**config.mk**
```make
export PLATFORM = sky130hd
export DESIGN_NAME = jtpang_objdma
export DESIGN_NICKNAME = d
export VERILOG_FILES = /design/src/rtl/jtpang_pkg.sv /design/src/rtl/jtpang_objdma.sv
export SDC_FILE = /design/constraint.sdc
export NUM_CORES = 1
export LEC_CHECK = 0
export BUFFER_PORTS_ARGS = -buffer_cell sky130_fd_sc_hd__buf_4
export CORE_MARGIN = 4
export CORE_UTILIZATION = 35
export CTS_CLUSTER_DIAMETER = 50
export CTS_CLUSTER_SIZE = 30
export DETAILED_ROUTE_END_ITERATION = 12
export GPL_ROUTABILITY_DRIVEN = 0
export MAX_ROUTING_LAYER = met4
export PLACE_DENSITY = 0.51
export SLEW_MARGIN = 20
export SYNTH_ARGS = -nofsm -noshare
export SYNTH_HDL_FRONTEND = slang
export SYNTH_SLANG_ARGS = --single-unit
export TNS_END_PERCENT = 100
```
**constraint.sdc**
```tcl
create_clock -name clk -period 4.7 [get_ports clk]
set_input_delay 0.47 -clock clk [delete_from_list [all_inputs] [get_ports clk]]
set_output_delay 0.47 -clock clk [all_outputs]
set_load 0.02 [all_outputs]
```
**src/rtl/jtpang_pkg.sv**
```systemverilog
// Shared types and defaults for the Pang object DMA sequencer.
package jtpang_pkg;

  localparam int DMA_LEN_DEF = 512;
  localparam int DMA_AW_DEF  = 12;

  typedef enum logic [2:0] {
    ST_IDLE,
    ST_WAIT_VB,
    ST_REQ,
    ST_XFER,
    ST_REL
  } dma_st_t;

endpackage

```
**src/rtl/jtpang_objdma.sv**
```systemverilog
// Object DMA: takes the Z80 bus and copies object RAM into the object line buffer.
// Optional feature: define JTPANG_DMA_VBLANK_EN to hold transfers until vertical blank.
//
// state    | meaning
// ---------+-----------------------------------------------------------
// IDLE     | no transfer, waiting for a dma_go rising edge
// WAIT_VB  | trigger accepted, waiting for LVBL low (vblank build only)
// REQ      | busrq high, waiting for busak_n low
// XFER     | one source read and one buffer write per cen
// REL      | busrq low, waiting for the CPU to drop busak_n
module jtpang_objdma
  import jtpang_pkg::*;
#(
  parameter int              AW       = DMA_AW_DEF,
  parameter int              LEN      = DMA_LEN_DEF,
  parameter logic [AW-1:0]   SRC_BASE = '0
) (
  input  logic          clk,
  input  logic          rst,
  input  logic          cen,
  input  logic          LVBL,
  input  logic          dma_go,
  output logic          busrq,
  input  logic          busak_n,
  output logic [AW-1:0] src_addr,
  input  logic [7:0]    src_data,
  output logic [AW-1:0] dst_addr,
  output logic [7:0]    dst_data,
  output logic          dst_we,
  output logic          busy
);

  localparam logic [AW:0]   CNT_LAST = (AW+1)'(LEN);
  localparam logic [AW:0]   CNT_ONE  = (AW+1)'(1);
  localparam logic [AW-1:0] ADDR_ONE = AW'(1);

  dma_st_t       st_q, st_d;
  logic          go_q, go_d;
  logic          pend_q, pend_d;
  logic [AW:0]   cnt_q, cnt_d;
  logic          busrq_q, busrq_d;
  logic          busy_q, busy_d;
  logic [AW-1:0] src_addr_q, src_addr_d;
  logic [AW-1:0] dst_addr_q, dst_addr_d;
  logic [7:0]    dst_data_q, dst_data_d;
  logic          dst_we_q, dst_we_d;

  logic go_rise;
  logic start;

  assign go_rise = cen & dma_go & ~go_q;

  always_comb begin
    st_d       = st_q;
    go_d       = go_q;
    pend_d     = pend_q;
    cnt_d      = cnt_q;
    busrq_d    = busrq_q;
    busy_d     = busy_q;
    src_addr_d = src_addr_q;
    dst_addr_d = dst_addr_q;
    dst_data_d = dst_data_q;
    dst_we_d   = 1'b0;
    start      = 1'b0;

    if (cen) begin
      go_d = dma_go;
      // Only one retrigger is remembered while a transfer is in flight
      if (busy_q && go_rise) pend_d = 1'b1;

      case (st_q)
        ST_IDLE: begin
          if (go_rise) start = 1'b1;
        end
        ST_WAIT_VB: begin
          if (!LVBL) begin
            st_d    = ST_REQ;
            busrq_d = 1'b1;
          end
        end
        ST_REQ: begin
          if (!busak_n) begin
            st_d  = ST_XFER;
            cnt_d = '0;
          end
        end
        ST_XFER: begin
          if (busak_n) begin
            // CPU took the bus back: stop without another write
            st_d    = ST_REL;
            busrq_d = 1'b0;
          end else begin
            if (cnt_q != '0) begin
              dst_addr_d = cnt_q[AW-1:0] - ADDR_ONE;
              dst_data_d = src_data;
              dst_we_d   = 1'b1;
            end
            if (cnt_q == CNT_LAST) begin
              st_d = ST_REL;
            end else begin
              src_addr_d = SRC_BASE + cnt_q[AW-1:0];
              cnt_d      = cnt_q + CNT_ONE;
            end
          end
        end
        ST_REL: begin
          busrq_d = 1'b0;
          if (busak_n) begin
            if (pend_q || go_rise) begin
              start  = 1'b1;
              pend_d = 1'b0;
            end else begin
              st_d   = ST_IDLE;
              busy_d = 1'b0;
            end
          end
        end
        default: st_d = ST_IDLE;
      endcase

      if (start) begin
        busy_d = 1'b1;
`ifdef JTPANG_DMA_VBLANK_EN
        st_d = ST_WAIT_VB;
`else
        st_d    = ST_REQ;
        busrq_d = 1'b1;
`endif
      end
    end
  end

  always_ff @(posedge clk) begin
    if (rst) begin
      st_q       <= ST_IDLE;
      go_q       <= 1'b0;
      pend_q     <= 1'b0;
      cnt_q      <= '0;
      busrq_q    <= 1'b0;
      busy_q     <= 1'b0;
      src_addr_q <= '0;
      dst_addr_q <= '0;
      dst_data_q <= '0;
      dst_we_q   <= 1'b0;
    end else begin
      st_q       <= st_d;
      go_q       <= go_d;
      pend_q     <= pend_d;
      cnt_q      <= cnt_d;
      busrq_q    <= busrq_d;
      busy_q     <= busy_d;
      src_addr_q <= src_addr_d;
      dst_addr_q <= dst_addr_d;
      dst_data_q <= dst_data_d;
      dst_we_q   <= dst_we_d;
    end
  end

  assign busrq    = busrq_q;
  assign busy     = busy_q;
  assign src_addr = src_addr_q;
  assign dst_addr = dst_addr_q;
  assign dst_data = dst_data_q;
  assign dst_we   = dst_we_q;

endmodule

```
== After elaboration in Yosys (flattened, before gate mapping) ==
Cells that the tools add are included.
Word-level totals
  register bits after elaboration: 53
  input port bits: 14
  output and inout port bits: 35
Cells by class
  add/sub/neg operators: 2
  equality and inequality tests: 16
  muxes and demuxes: 30
  bitwise logic cells: 7
  reduce and logical (&&, ||, !) cells: 15
Operators with widths (count)
  $mux W13: 3
  $pmux W13 S2: 1
  $mux W3: 7
  $mux W1: 16
  $reduce_and A4 Y1: 4
  $ne A3 B3 Y1 const B: 5
  $pmux W3 S5: 1
  $add A13 B1 Y13 const B: 1
  $eq A13 B10 Y1 const B: 1
  $reduce_bool A13 Y1: 1
  $sub A12 B1 Y12 const B: 1
  $ne A2 B2 Y1 const B: 4
  $reduce_and A7 Y1: 1
  $eq A3 B2 Y1 const B: 2
  $reduce_bool A2 Y1: 3
  $not A1 Y1: 5
  $reduce_and A5 Y1: 1
  $ne A4 B4 Y1 const B: 1
  $reduce_bool A4 Y1: 1
  $reduce_or A4 Y1: 1
  $eq A3 B1 Y1 const B: 1
  $eq A3 B3 Y1 const B: 1
  $logic_not A3 Y1: 1
  $pmux W1 S3: 1
  other kinds (5): 6

== Longest topological paths before layout ==
Gate-level depths: netlist (run 1).
  depth in word-level cells: 9
  mapped depth: 8
  gate-level depth less buffers: 6

== Worst setup path after synthesis (run 1) ==
OpenSTA, ideal clock, no wires.
  kind: register -> register
  start point: register cnt_q[0]
  end point: register src_addr_q[1] (netlist: src_addr[1])
  setup time: 134 ps
  arrival: 1868 ps
  data required time: 4566 ps
  setup slack: 2698 ps
  stages on the path, launching flop included: 9
  buffers on the path: 2
  path through: dfxtp_1 -> inv_1 -> ha_1 -> or4b_1 -> buf_2 -> or3_4 -> buf_6 -> nand3_1 -> a21oi_1
Between the ends
  cells in the longest elaborated chain, start to end: 3
Ends and longest elaborated chain
  start: declaration: RTL line jtpang_objdma.sv:40  | logic [AW:0] cnt_q, cnt_d;
  start signal: assignment: RTL line jtpang_objdma.sv:149  | cnt_q <= cnt_d;
  $eq A13 B10 Y1: RTL line jtpang_objdma.sv:98  | if (cnt_q == CNT_LAST) begin
  $not A1 Y1 (no source line)
  $reduce_and A4 Y1 (no source line)
  end signal: assignment: RTL line jtpang_objdma.sv:152  | src_addr_q <= src_addr_d;
  end: declaration: RTL line jtpang_objdma.sv:43  | logic [AW-1:0] src_addr_q, src_addr_d;
No other way between the ends.
A chain may end at the register's enable or synchronous reset.

== Worst setup path after layout (run 1) ==
  start point: register st_q[2]
  end point: register dst_addr_q[3] (netlist: dst_addr[3])
Between the ends
  cells in the longest elaborated chain, start to end: 2
Ends and longest elaborated chain
  start: declaration: RTL line jtpang_objdma.sv:37  | dma_st_t st_q, st_d;
  start signal: assignment: RTL line jtpang_objdma.sv:146  | st_q <= st_d;
  $eq A3 B2 Y1: RTL line jtpang_objdma.sv:71  | case (st_q)
  $reduce_and A4 Y1 (no source line)
  end signal: assignment: RTL line jtpang_objdma.sv:153  | dst_addr_q <= dst_addr_d;
  end: declaration: RTL line jtpang_objdma.sv:44  | logic [AW-1:0] dst_addr_q, dst_addr_d;
No other way between the ends.

==> results of run 1 <==
==> layout make-up <==
type | count | area (um2)
Inverter | 7 | 26.28
Sequential cell | 53 | 1061
Fill cell | 757 | 4280
Timing Repair Buffer | 49 | 367.9
Multi-Input combinational cell | 219 | 1355
Clock inverter | 3 | 47.55
Tap cell | 99 | 123.9
Clock buffer | 5 | 68.82
==> state kept, by name, summed over array words and instances, names as in the netlist <==
register  count
cnt_q        13
st_q          3
go_q          1
dst_addr     12
src_addr     12
dst_data      8
busy          1
pend_q        1
busrq         1
dst_we        1
==> placed cells by master, fill, tap and decap left out, types with 3 or more instances in the layout <==
cell,instances
dfxtp_1,53
buf_4,49
a21oi_1,46
o21ai_0,31
nand3_1,27
nor2_1,13
nand2_1,11
a211oi_1,9
xnor2_1,8
inv_1,7
or3_1,6
nand3b_1,5
nor4_1,5
clkbuf_8,5
and3_1,4
nor3_1,4
nand4_1,4
xor2_1,4
or4_1,3
o211ai_1,3
==> tightest hold or removal path, stage by stage <==
cell and delay [ns]:
buf_4 0.11, nand3_1 0.05, a21oi_1 0.05
==> layer usage <==
layer / vias up / part of all wire (%) / GRT usage, %
met1: 1117 / 50 / 22.70
met2: 58 / 45 / 23.38
met4: 0 / 0.76 / 3.555
met5: - / 0 / -
met3: 5 / 4.7 / 3.157
li1: 1188 / - / -
==> power groups by stage <==
stage	Combinational (uW)	Sequential (uW)	Clock, uW
finish	42.1	454	325
global route	46.5	454	351
CTS	42.3	454	335
detailed placement	42.2	464	0
global placement	42.6	464	0
floorplan	28.8	463	0
==> logic make-up (layout without fill, tap and decap cells) <==
| family | Yosys count | count (layout) | synth area share, % |
|---|---|---|---|
| adder cells (fa/ha/maj) | 2 | 2 | 0.9362 |
| AO/OA/AOI/OAI | 107 | 107 | 23.60 |
| XOR/XNOR | 12 | 12 | 3.933 |
| flip-flops | 53 | 53 | 39.70 |
| multiplexers | 1 | 1 | 0.3745 |
| buffers and inverters | 41 | 64 | 9.784 |
| AND/OR/NAND/NOR | 97 | 97 | 21.68 |
==> path summary, 6_finish.rpt <==
kind / from / to / slack, ns / depth (start not counted)
setup / recovery: st_q[2] / dst_addr[3] / 2.08 / 4
hold / removal: src_data[7] / dst_data[7] / 0.40 / 3
setup reg to reg: st_q[2] / dst_addr[3] / 2.08 / 4
hold reg to reg: busrq / busrq / 0.48 / 2
==> through the flow <==
step           hold WS [ns]  instance area, um2
4_1_cts              0.3963                3050
5_1_grt              0.4002                3050
3_5_place_dp         0.4688                2934
2_1_floorplan        0.4663                2673
3_3_place_gp         0.4661                2934
6_report             0.4029                3050
==> metrics.md, run 1 <==
| Metric | Value |
|---|---|
| Status | complete, no violations |
| Initial antenna violation count | 0 |
| Power Dens Cells | 269.0 mW/mm2 |
| Hold_buf cts | 0 |
| All-Layer GR Usage | 15.95% |
| CTS tree | built |
| Mean Syn Cell Area | 8.539 um2 |
| Slowest cell on crit path | nor2_1 |
| Combinational Power Share | 5.1% |
| Max Clock Skew | 0.01536 ns |
| #FFs+latches synth | 53 |
| Post-synth EDFFs | 0 |
| Largest area contributor in the netlist | dfxtp_1 |
| Total power | 820.6 uW |
| Placed insts | 427 |
| Setup Slack @ Placement | 2.056 ns |
| Switching power | 190.1 uW |
| Commonest cells post-synth | dfxtp_1 (53), a21oi_1 (46), o21ai_0 (31) |
| Worst-path fanout max | 23 |
| Antenna viol nets, final | 0 |
| Final Non-Filler Cells | 435 |
| Post-cts resize count | 0 |
| Unrepaired setup endpoints after global routing | false |
| Layout area overhead | 14.14% |
| Tmin final | 2.625 ns |
| Final worst slack | 2.075 ns |
| Internal power | around 630 uW |
| Mapped Area | 0.002673 mm2 |
| Post-route DRC | 0 |
| Async SR Flop Fraction | 0% |
| Pins Over Slew Limit | 0 |
| Die Area | roughly 0.0091 mm2 |
| HP Class | input pin to register |
| Rows | 31 |
| Max Root-Sink Buffers | 2 |
| Clk Latency, worst-skew pair | 0.31 ns |
| Endpoint type of the worst setup path | register |
| Initial drt markers | 135 |
| Gr ovfl total | 0 |
| Fmax | 381.0 MHz |
| Synth Flop Type | dfxtp_1 |
| Worst path cell trace | nand3b_1 > or3_1 > nor2_1 > a311oi_1 |
| Synth unique cells | 51 |
| Worst vdd ir | 0.1260 mV |
| Share of total power in sequential cells | 55.3% |
| Seq/Total Area, Yosys | 39.70% |
| Largest net degree at the start of global routing | 45 |
| Post-CTS setup buffer count | 0 |
| Vias in the first global route | approximately 2200 |
| Clock slew at reported path FFs | 0.11 ns |
| WL per Instance | ~16 um |
| Critical Path Max Stage Delay | 0.75 ns |
| Synth warn | 0 |
| Clk root buf | clkbuf_8 |
| Core ar. | 0.007331 mm2 |
| Final net count | 351 |
| Via count of the routed design | 2368 |
| Final Setup Violations | 0 |
| Max cap viols | 0 |
| Die Ht | 95.39 um |
| Share of layout cells above drive strength 1 | 20.54% |
| Clock Sinks | 53 |
| Clock power frac | 39.6% |
| Leakage | 0.001084 uW |
| Tcrit/Tclk final | 55.84% |
| Post-Route WL | 6754 um |
| Setup TNS | 0 ns |
| CTS HTree Levels | 2 |
| Worst path buffer plus inverter count | 0 |
| CP delay by family, top | simple AND/OR/NAND/NOR gates |
| Worst-Margin Slew | just under 0.9 ns |
| Total CTS buffers | 5 |
| Top-count cell post-synth | dfxtp_1 |
| # port buffers | 48 |
| Vias per std cell | 5.444 |
| Synth area leaders | dfxtp_1 (40%), a21oi_1 (8.6%), o21ai_0 (5.8%) |
| Switching Fraction | a little under a quarter |
| First-pass GRT wire length | 11210 um |
| WS Path Type | register to register |
| CP required | 4.83 ns |
| N_diodes | 0 |
| Final hold violations | 0 |
| Core Util, Final | a little over two fifths |
| I/O pins | between 40 and 50 |
| Pre-Repair DR Iteration Count | 5 |
| Critical path arrival | ~2.8 ns |
| DP HPWL | 4628 um |
| Cells after synthesis | 313 |
| Rel. slew slack | 41.93% |
| Post-synth net total | 329 |
| Crit start category | register |
| Die Width | roughly 95 um |
| Top cell type's share of synthesized area | between 30 and 40% |
| Initial Util | 36.46% |
(Power assumes the default switching activity.)
==> run 2: changes to the inputs <==
==> constraint.sdc (replaced) <==
create_clock -name clk -period 2.7 [get_ports clk]
set_input_delay 0.27 -clock clk [delete_from_list [all_inputs] [get_ports clk]]
set_output_delay 0.27 -clock clk [all_outputs]
set_load 0.02 [all_outputs]
==> run 2 against run 1 <==
  * Routed wire length shrank 0.49%
  * Cell area grew 0.90%
  * Clock-buffer cell count up 2
  * Cell count is 1.8% higher
  * Register-to-register slack worse by 1.7 ns
  * Worst hold slack got worse by 0.18 ns
  * First-iteration DRC count shrank 12%
  * Non-clock buffer count increased by 8
  * Highest routed layer unchanged
==> metrics.md, run 2 (synthesized netlist as in run 1, its figures left out) <==
| Metric | Value |
|---|---|
| Status | complete, no violations (unchanged) |
| Rows | 31 (unchanged) |
| Leakage | 0.001104 uW (was 0.001084 uW) |
| Hold path startpoint | src_data[7] (unchanged) |
| Largest register FFs | 13 (unchanged) |
| Vias in the first global route | 2233 (was 2240) |
| Share of layout cells above drive strength 1 | 21.80% (was 20.54%) |
| FILL cells | 759 (was 757) |
| Tmin final | 2.308 ns (was 2.625 ns) |
| N_diodes | 0 (unchanged) |
| Clock slew at reported path FFs | 0.10 ns (was 0.11 ns) |
| Pins Over Slew Limit | 0 (unchanged) |
| Post-Route WL | 6721 um (was 6754 um) |
| Critical path arrival | 2.45 ns (was 2.76 ns) |
| Antenna viol nets, final | 0 (unchanged) |
| Worst reg2reg endpoint | dst_addr[3] (unchanged) |
| Rel. slew slack | 45.04% (was 41.93%) |
| Largest Register | cnt_q (unchanged) |
| Max cap viols | 0 (unchanged) |
| Placed insts | 435 (was 427) |
| Final net count | 359 (was 351) |
| Vias per std cell | 5.379 (was 5.444) |
| Worst Hold End | dst_data[7] (unchanged) |
| HP Class | input pin to register (unchanged) |
| R2R Setup Slk | 0.39 ns (was 2.08 ns) |
| Most frequent cells in the layout | buf_4 (57), dfxtp_1 (53), a21oi_1 (46) (was dfxtp_1 (53), buf_4 (49), a21oi_1 (46)) |
| # port buffers | 48 (unchanged) |
| Unrepaired setup endpoints after global routing | false (unchanged) |
| Clk root buf | clkbuf_8 (unchanged) |
| WL per Instance | 15.17 um (was 15.53 um) |
| Most common library cell in the layout ignoring fill and taps | buf_4 (was dfxtp_1) |
| First-pass GRT wire length | 11390 um (was 11210 um) |
| Worst-path fanout max | 11 (was 23) |
| Reg2Reg Depth | 6 (was 4) |
| Tcrit/Tclk final | 85.46% (was 55.84%) |
| Max Root-Sink Buffers | 2 (unchanged) |
| Core ar. | 0.007331 mm2 (unchanged) |
| Hold path cells | 3 (unchanged) |
| Initial Util | 36.46% (unchanged) |
| Final hold violations | 0 (unchanged) |
| Power Dens Cells | 424.3 mW/mm2 (was 269.0 mW/mm2) |
| WS Path Type | register to register (unchanged) |
| Die Ht | 95.39 um (unchanged) |
| Setup TNS | 0 ns (unchanged) |
| Die Width | 95.39 um (unchanged) |
| I/O pins | 49 (unchanged) |
| CP required | 2.85 ns (was 4.83 ns) |
| All-Layer GR Usage | 16.29% (was 15.95%) |
| Pre-Repair DR Iteration Count | 4 (was 5) |
| DP HPWL | 4691 um (was 4628 um) |
| Post-route DRC | 0 (unchanged) |
| Clk Latency, worst-skew pair | 0.31 ns (about the same) |
| Initial antenna violation count | 0 (unchanged) |
| Core Util, Final | 41.99% (was 41.61%) |
| Layout area overhead | 15.17% (was 14.14%) |
| Clock Sinks | 53 (unchanged) |
| Total CTS buffers | 5 (unchanged) |
| Die Area | 0.009098 mm2 (unchanged) |
| Hold_buf cts | 0 (unchanged) |
| Worst vdd ir | 0.2153 mV (was 0.1260 mV) |
| Endpoint type of the worst setup path | register (unchanged) |
| Worst-Margin Slew | 0.8214 ns (was 0.8687 ns) |
| Post-cts resize count | 0 (unchanged) |
| Post-CTS setup buffer count | 0 (unchanged) |
| Final Non-Filler Cells | 443 (was 435) |
| Max Clock Skew | 0.006231 ns (was 0.01536 ns) |
| Fmax | 433.4 MHz (was 381.0 MHz) |
| Largest net degree at the start of global routing | 34 (was 45) |
| Reg-to-reg critical path startpoint | cnt_q[0] (was st_q[2]) |
| Final Setup Violations | 0 (unchanged) |
| Crit start category | register (unchanged) |
| Gr ovfl total | 0 (unchanged) |
| CTS HTree Levels | 2 (unchanged) |
| Initial drt markers | 119 (was 135) |
| Via count of the routed design | 2383 (was 2368) |
| CTS tree | built (unchanged) |
run 2: area by class of cell:
class                      count  area [um2]  area share, %
tap                           99       123.9          4.024
clock inverter                 1       7.507         0.2439
inverter                       7       26.28         0.8537
clock buffer                   7       76.32          2.480
multi-input combinational    219        1355          44.02
sequential                    53        1061          34.47
timing repair buffer          57       427.9          13.90
run 2: worst max path at each step:
stage,start,endpoint,slack [ns],cells after the start
2_1_floorplan,cnt_q[0],src_addr[1],0.70,8
3_3_place_gp,cnt_q[0],dst_addr[4],0.50,6
3_5_place_dp,cnt_q[0],dst_addr[3],0.43,6
4_1_cts,cnt_q[0],dst_addr[3],0.41,6
5_1_grt,cnt_q[0],dst_addr[4],0.16,6
6_report,cnt_q[0],dst_addr[3],0.39,6
run 2: where the power goes:
| part | internal, uW | total (uW) | switching [uW] |
|---|---|---|---|
| sequential | 785 | 789 | 4.35 |
| combinational | 30.6 | 75.3 | 44.8 |
| clock | 184 | 441 | 257 |
| total | 1000 | 1310 | 306 |
run 2: metal layers:
metal  vias up  global-route usage (%)  wire, um
li1       1205                       -         -
met1      1108                   22.89      3334
met2        64                   23.79      2945
met3         6                   3.631       379
met4         0                   3.910        62
met5         -                       -         0
run 2: worst max-delay path, cell delays in order, from the launching register on:
cell	delay [ns]
dfxtp_1	0.45
inv_1	0.11
ha_1	0.25
nor4b_1	0.16
and3_1	0.29
nor2_1	0.68
a311oi_1	0.19
run 2: through the flow:
step | hold WS, ns | worst slack [ns] | area (um2) | power [uW]
3_5_place_dp | 0.4679 | 0.4314 | 2994 | 883.2
6_report | 0.2190 | 0.3925 | 3078 | 1306
5_1_grt | 0.2085 | 0.1589 | 3078 | 1372
3_3_place_gp | 0.4632 | 0.4955 | 2994 | 884.1
4_1_cts | 0.2062 | 0.4118 | 3078 | 1333
2_1_floorplan | 0.4173 | 0.6976 | 2673 | 856.9
